$ cat src/rtl/edge_frame_sequencer.sv
// edge_frame_sequencer
// Frame-level controller for the Sobel edge-detection core. It advances the
// core one raster position per step and feeds it pixels from a source frame
// memory. Each valid result is written to a destination frame memory.
// The default build writes min(magnitude, 255) to the destination frame.
// Define EDGE_THRESHOLD_EN to write binary pixels instead:
// 0xFF when magnitude >= threshold, 0x00 otherwise.
module edge_frame_sequencer #(
   parameter int ROW_NUM = 480,
   parameter int COL_NUM = 640,
   parameter int ADDR_W  = 19
) (
   input  logic              clk,
   input  logic              rst,
   input  logic              start,
   input  logic [ADDR_W-1:0] src_base,
   input  logic [ADDR_W-1:0] dst_base,
   input  logic [7:0]        threshold,
   output logic              busy,
   output logic              done,
   output logic [15:0]       frame_count,
   output logic              core_en,
   output logic              core_waitrequest,
   output logic [7:0]        core_pixel,
   input  logic [10:0]       core_next_x,
   input  logic [10:0]       core_next_y,
   input  logic              core_read_valid,
   input  logic [10:0]       core_out_x,
   input  logic [10:0]       core_out_y,
   input  logic [10:0]       core_pixel_out,
   output logic              rd_req,
   output logic [ADDR_W-1:0] rd_addr,
   input  logic              rd_ack,
   input  logic [7:0]        rd_data,
   output logic              wr_req,
   output logic [ADDR_W-1:0] wr_addr,
   output logic [7:0]        wr_data,
   input  logic              wr_ack
);

   localparam logic [2:0] S_IDLE  = 3'd0;
   localparam logic [2:0] S_FETCH = 3'd1;
   localparam logic [2:0] S_STEP  = 3'd2;
   localparam logic [2:0] S_EVAL  = 3'd3;
   localparam logic [2:0] S_WRITE = 3'd4;
   localparam logic [2:0] S_FIN   = 3'd5;

   localparam logic [10:0]       COL_LIM    = 11'(COL_NUM);
   localparam logic [10:0]       ROW_LIM    = 11'(ROW_NUM);
   localparam logic [10:0]       LAST_X     = 11'(COL_NUM - 1);
   localparam logic [10:0]       LAST_Y     = 11'(ROW_NUM - 1);
   localparam logic [ADDR_W-1:0] COL_STRIDE = ADDR_W'(COL_NUM);

   logic [2:0]        state;
   logic [2:0]        state_nxt;
   logic [ADDR_W-1:0] src_lat;
   logic [ADDR_W-1:0] dst_lat;
   logic              next_in_range;
   logic              last_pos;
   logic [ADDR_W-1:0] src_addr;
   logic [ADDR_W-1:0] dst_addr;
   logic [7:0]        result_pixel;

   // The core asks for padding positions past the right and bottom edges; those are fed as 0.
   assign next_in_range = (core_next_x < COL_LIM) && (core_next_y < ROW_LIM);

   // The step taken while the core holds the last result is the one that returns it to idle.
   assign last_pos = (core_out_x == LAST_X) && (core_out_y == LAST_Y);

   // Raster addresses wrap modulo 2^ADDR_W.
   assign src_addr = src_lat + ADDR_W'(core_next_y) * COL_STRIDE + ADDR_W'(core_next_x);
   assign dst_addr = dst_lat + ADDR_W'(core_out_y) * COL_STRIDE + ADDR_W'(core_out_x);

`ifdef EDGE_THRESHOLD_EN
   // Binary edge map.
   assign result_pixel = (core_pixel_out >= {3'b000, threshold}) ? 8'hFF : 8'h00;
`else
   // Saturate the 0..2040 magnitude into a byte. The threshold input has no effect in this build.
   logic unused_threshold;
   assign unused_threshold = ^threshold;
   assign result_pixel = (core_pixel_out > 11'd255) ? 8'hFF : core_pixel_out[7:0];
`endif

   // Outputs are decoded from the state. Address and data are forced to 0 when no request is active.
   // They stay stable while a request is held because the core does not move until STEP.
   assign rd_req           = (state == S_FETCH) && next_in_range;
   assign rd_addr          = rd_req ? src_addr : '0;
   assign wr_req           = (state == S_WRITE);
   assign wr_addr          = wr_req ? dst_addr : '0;
   assign wr_data          = wr_req ? result_pixel : '0;
   assign core_waitrequest = (state != S_STEP);
   assign busy             = (state != S_IDLE);
   assign core_en          = (state != S_IDLE);
   assign done             = (state == S_FIN);

   // Next-state logic for the per-position fetch/step/evaluate/write loop.
   always_comb begin
      // NOTE: default assignment first so no path through the case leaves state_nxt unassigned (no latch).
      state_nxt = state;
      case (state)
         S_IDLE:  if (start) state_nxt = S_FETCH;
         S_FETCH: if (!next_in_range || rd_ack) state_nxt = S_STEP;
         S_STEP:  state_nxt = last_pos ? S_FIN : S_EVAL;
         S_EVAL:  state_nxt = core_read_valid ? S_WRITE : S_FETCH;
         S_WRITE: if (wr_ack) state_nxt = S_FETCH;
         S_FIN:   state_nxt = S_IDLE;
         default: state_nxt = S_IDLE;
      endcase
   end

   // State register; reset aborts any frame in progress immediately.
   always_ff @(posedge clk or posedge rst) begin
      // NOTE: sequential state uses non-blocking assignments so every flop samples pre-edge values.
      if (rst) begin
         state <= S_IDLE;
      end else begin
         state <= state_nxt;
      end
   end

   // Frame base addresses are captured only when a start is accepted from IDLE.
   always_ff @(posedge clk or posedge rst) begin
      if (rst) begin
         src_lat <= '0;
         dst_lat <= '0;
      end else if ((state == S_IDLE) && start) begin
         src_lat <= src_base;
         dst_lat <= dst_base;
      end
   end

   // Pixel presented to the core: the read data, or 0 for padding positions.
   always_ff @(posedge clk or posedge rst) begin
      if (rst) begin
         core_pixel <= '0;
      end else if (state == S_FETCH) begin
         if (!next_in_range) begin
            core_pixel <= '0;
         end else if (rd_ack) begin
            core_pixel <= rd_data;
         end
      end
   end

   // Completed-frame counter, wrapping at 2^16.
   always_ff @(posedge clk or posedge rst) begin
      if (rst) begin
         frame_count <= '0;
      end else if (state == S_FIN) begin
         frame_count <= frame_count + 16'd1;
      end
   end

endmodule

$ cat config.mk
export PLATFORM = sky130hd
export DESIGN_NAME = edge_frame_sequencer
export DESIGN_NICKNAME = d
export VERILOG_FILES = /design/src/rtl/edge_frame_sequencer.sv
export SDC_FILE = /design/constraint.sdc
export NUM_CORES = 1
export LEC_CHECK = 0
export CAP_MARGIN = 20
export CELL_PAD_IN_SITES_DETAIL_PLACEMENT = 0
export CELL_PAD_IN_SITES_GLOBAL_PLACEMENT = 1
export CORE_MARGIN = 5
export CORE_UTILIZATION = 38
export DETAILED_ROUTE_END_ITERATION = 8
export PLACE_DENSITY_LB_ADDON = 0.05
export SYNTH_ARGS = -nofsm -noshare
export SYNTH_HDL_FRONTEND = slang
export SYNTH_SLANG_ARGS = --single-unit
$ cat constraint.sdc
create_clock -name clk -period 15 [get_ports clk]
set_clock_uncertainty 0.15 [all_clocks]
set_input_delay 3 -clock clk [delete_from_list [all_inputs] [get_ports clk]]
set_output_delay 3 -clock clk [all_outputs]
set_load 0.05 [all_outputs]
==> flow_summary_export.csv <==
group,metric,value,unit
clocking,holdBufCountCts,0,
setup_path,crit_top_cell,"ha_1",
floorplanning,die_x,135,um
timing,min_period_over_period,73.6,%
clocking,path_clk_slew,0.06,ns
setup_path,worstSetupEndpointType,"primary output",
yosys,ys_types,60,
timing,drv_slew,0,
layout,final_cell_mix,"clkdlybuf4s50_1 (182), ha_1 (97), dfrtp_1 (65)",
setup_path,crit_chain,"clkdlybuf4s50_1, ha_1, ha_1, fa_1, a21o_1, a21oi_1, o211ai_1, xor2_1, ha_1, ha_1, a21oi_1, a21boi_0, a311oi_1, nor2b_1, a221oi_1, mux2_2, clkdlybuf4s50_1",
floorplanning,core_area,15300,um^2
hold_path,hp-class,"flop to flop",
yosys,ys.flop_type,"dfrtp_1",
floorplanning,die_area,18300,um^2
floorplanning,chipHeight,135,um
timing,rsz0062_at_grt,"no",
clocking,clock_path_buffers,2,
clocking,cts_sinks,65,
power,internal-power,0.805,mW
power,pwr-share-seq,18.9,%
placement,hpwl,13400,um
yosys,syn_avg_cell_area,9.74,um^2
global_route,grt_pass1_wl,27200,um
yosys,yosys_register_bits,65,
timing,period_needed,11.04,ns
timing,tns,0,ns
clocking,cts_root_buf,"clkbuf_16",
route,drt-pass1-iter-count,4,
power,cellLeakagePower,3.71,nW
clocking,cts_tree,"yes",
route,ant_nets,0,
placement,routabilityCongestion,0.861,
yosys,synth_nets,836,
timing,setup_viol,0,
clocking,cts_buffers,9,
setup_path,crit_slowest_cell,"clkdlybuf4s50_1",
layout,n_antenna_cell,0,
yosys,synth_edf_count,0,
setup_path,startpoint_type,"input pin",
placement,portBuffers,182,
yosys,syn_inst,612,
floorplanning,boundaryPins,191,
placement,place_area,8010,um^2
global_route,grt_pass1_vias,5366,
yosys,netlist_area,5960,um^2
route,drt_iter0_markers,252,
setup_path,crit_type,"input pin to primary output",
global_route,grt_start_max_net_pins,66,
power,powerDensity,178,nW/um^2
timing,final-hold-violation-count,0,
layout,drive_gt1_share,8.51,%
clocking,clk_latency,0.33,ns
timing,slew_headroom,42.4,%
power,swShare,45.5,%
power,vdd_ir_drop_max,151,uV
power,switching_power,0.672,mW
setup_path,arrival,7.89,ns
layout,layout_commonest_cell,"clkdlybuf4s50_1",
route,vias,5200,
setup_path,cp.buffers_inverters,2,
setup_path,cp_max_fo,7,
yosys,yosysWarningCount,0,
setup_path,required,11.85,ns
layout,stdcell_area,8320,um^2
clocking,cts_max_level,3,
setup_path,cpPeakStageDelay,0.71,ns
layout,syn_to_final_growth,39.5,%
power,clkPwrFrac,14.3,%
status,status,"complete, no violations",
yosys,synthArstFlopShare,100,%
timing,worstMarginPinSlew,0.864,ns
layout,utilization,54.3,%
route,routed_wl,16600,um
power,combPwrFrac,66.7,%
global_route,antenna_found_initial,0,
floorplanning,rows,45,
timing,clock.fmax,0.0905,GHz
route,routedWlPerCell,16.5,um
clocking,cts_resized,0,
run,cap_violations,0,
layout,fin_nets,1018,
floorplanning,start_util,38.9,%
setup_path,cp_top_family,"adder cells",
global_route,gr-total-overflow,0,
route,drc_errors,0,
clocking,post_cts_buffers,0,
route,viasPerCell,5.15,
yosys,synth_sequential_area_ratio,27.3,%
global_route,grt_use_total,18.5,%
## cell type report
cell class / count / area [um^2]
timing repair buffer: 185 / 1850
fill: 1416 / 7000
clock inverter: 6 / 67.6
clock buffer: 10 / 229
inverter: 24 / 90.1
multi-input combinational: 509 / 4190
sequential: 65 / 1630
tap: 211 / 264
## cell usage after synthesis (all sizes together), types with 14 or more instances
library cell,number,area share [%]
ha,97,20
dfrtp,65,27
nor2,64,4.0
mux2,39,7.4
xnor2,29,4.3
a21oi,26,2.2
inv,24,1.5
xor2,23,3.4
nand2,22,1.4
o21ai,20,1.7
nor3,18,1.5
a21o,17,2.1
o21a,14,1.8
## sequential cells by signal, summed over array words and instances, names as in the netlist
register and count:
dst_lat 19, src_lat 19, frame_count 16, core_pixel 8, state 3
## kinds of logic after synthesis
family	after synthesis	share of synthesized area, %
mux	42	7.87
fa+ha+maj	109	24.4
flops	65	27.3
xor+xnor	52	7.64
simple gates	180	15.2
compound gates	126	15.0
buf+inv	38	2.62
## power groups by stage
stage,combinational [mW],sequential (mW),clock (mW)
finish,0.985,0.280,0.211
CTS,0.993,0.280,0.220
detailed placement,0.984,0.283,0
global route,1.10,0.287,0.228
floorplan,0.738,0.287,0
global placement,0.975,0.280,0
## routing by layer
layer	global-route usage [%]	vias to the layer above	share of wire [%]
li1	-	2608	-
met1	24.8	2417	47
met2	29.8	169	45
met3	5.46	6	7.8
met4	3.98	0	0.73
met5	0	-	0
## worst register-to-register path: stages (launching register included)
cell     delay (ns)
dfrtp_1        0.47
nor3b_2        0.27
nand4_2        0.49
inv_2          0.47
and2_1         0.37
a22o_1         0.19
## worst paths after layout
path                       cells after the start  slack (ns)                          to                  startpoint
max in group asynchronous                      3       11.04      dst_lat[7]$_DFFE_PP0P_                         rst
setup / recovery                              17        3.96                 wr_addr[18]               core_out_y[1]
hold / removal                                 1        0.34  frame_count[9]$_DFFE_PP0P_  frame_count[9]$_DFFE_PP0P_
min in group asynchronous                      3        3.10  frame_count[3]$_DFFE_PP0P_                         rst
setup reg to reg                               5       12.53   core_pixel[7]$_DFFE_PP0P_        state[0]$_DFFE_PP0P_
hold reg to reg                                1        0.34  frame_count[9]$_DFFE_PP0P_  frame_count[9]$_DFFE_PP0P_
## metrics by stage
| step | setup slack, ns | power (mW) | hold slack (ns) | instances |
|---|---|---|---|---|
| 2_1_floorplan | 5.00 | 1.02 | 0.335 | 612 |
| 3_3_place_gp | 3.92 | 1.26 | 0.318 | 993 |
| 3_5_place_dp | 3.90 | 1.27 | 0.331 | 993 |
| 4_1_cts | 3.89 | 1.49 | 0.347 | 1009 |
| 5_1_grt | 3.60 | 1.61 | 0.364 | 1010 |
| 6_report | 3.96 | 1.48 | 0.342 | 1010 |
(Power assumes the default switching activity.)
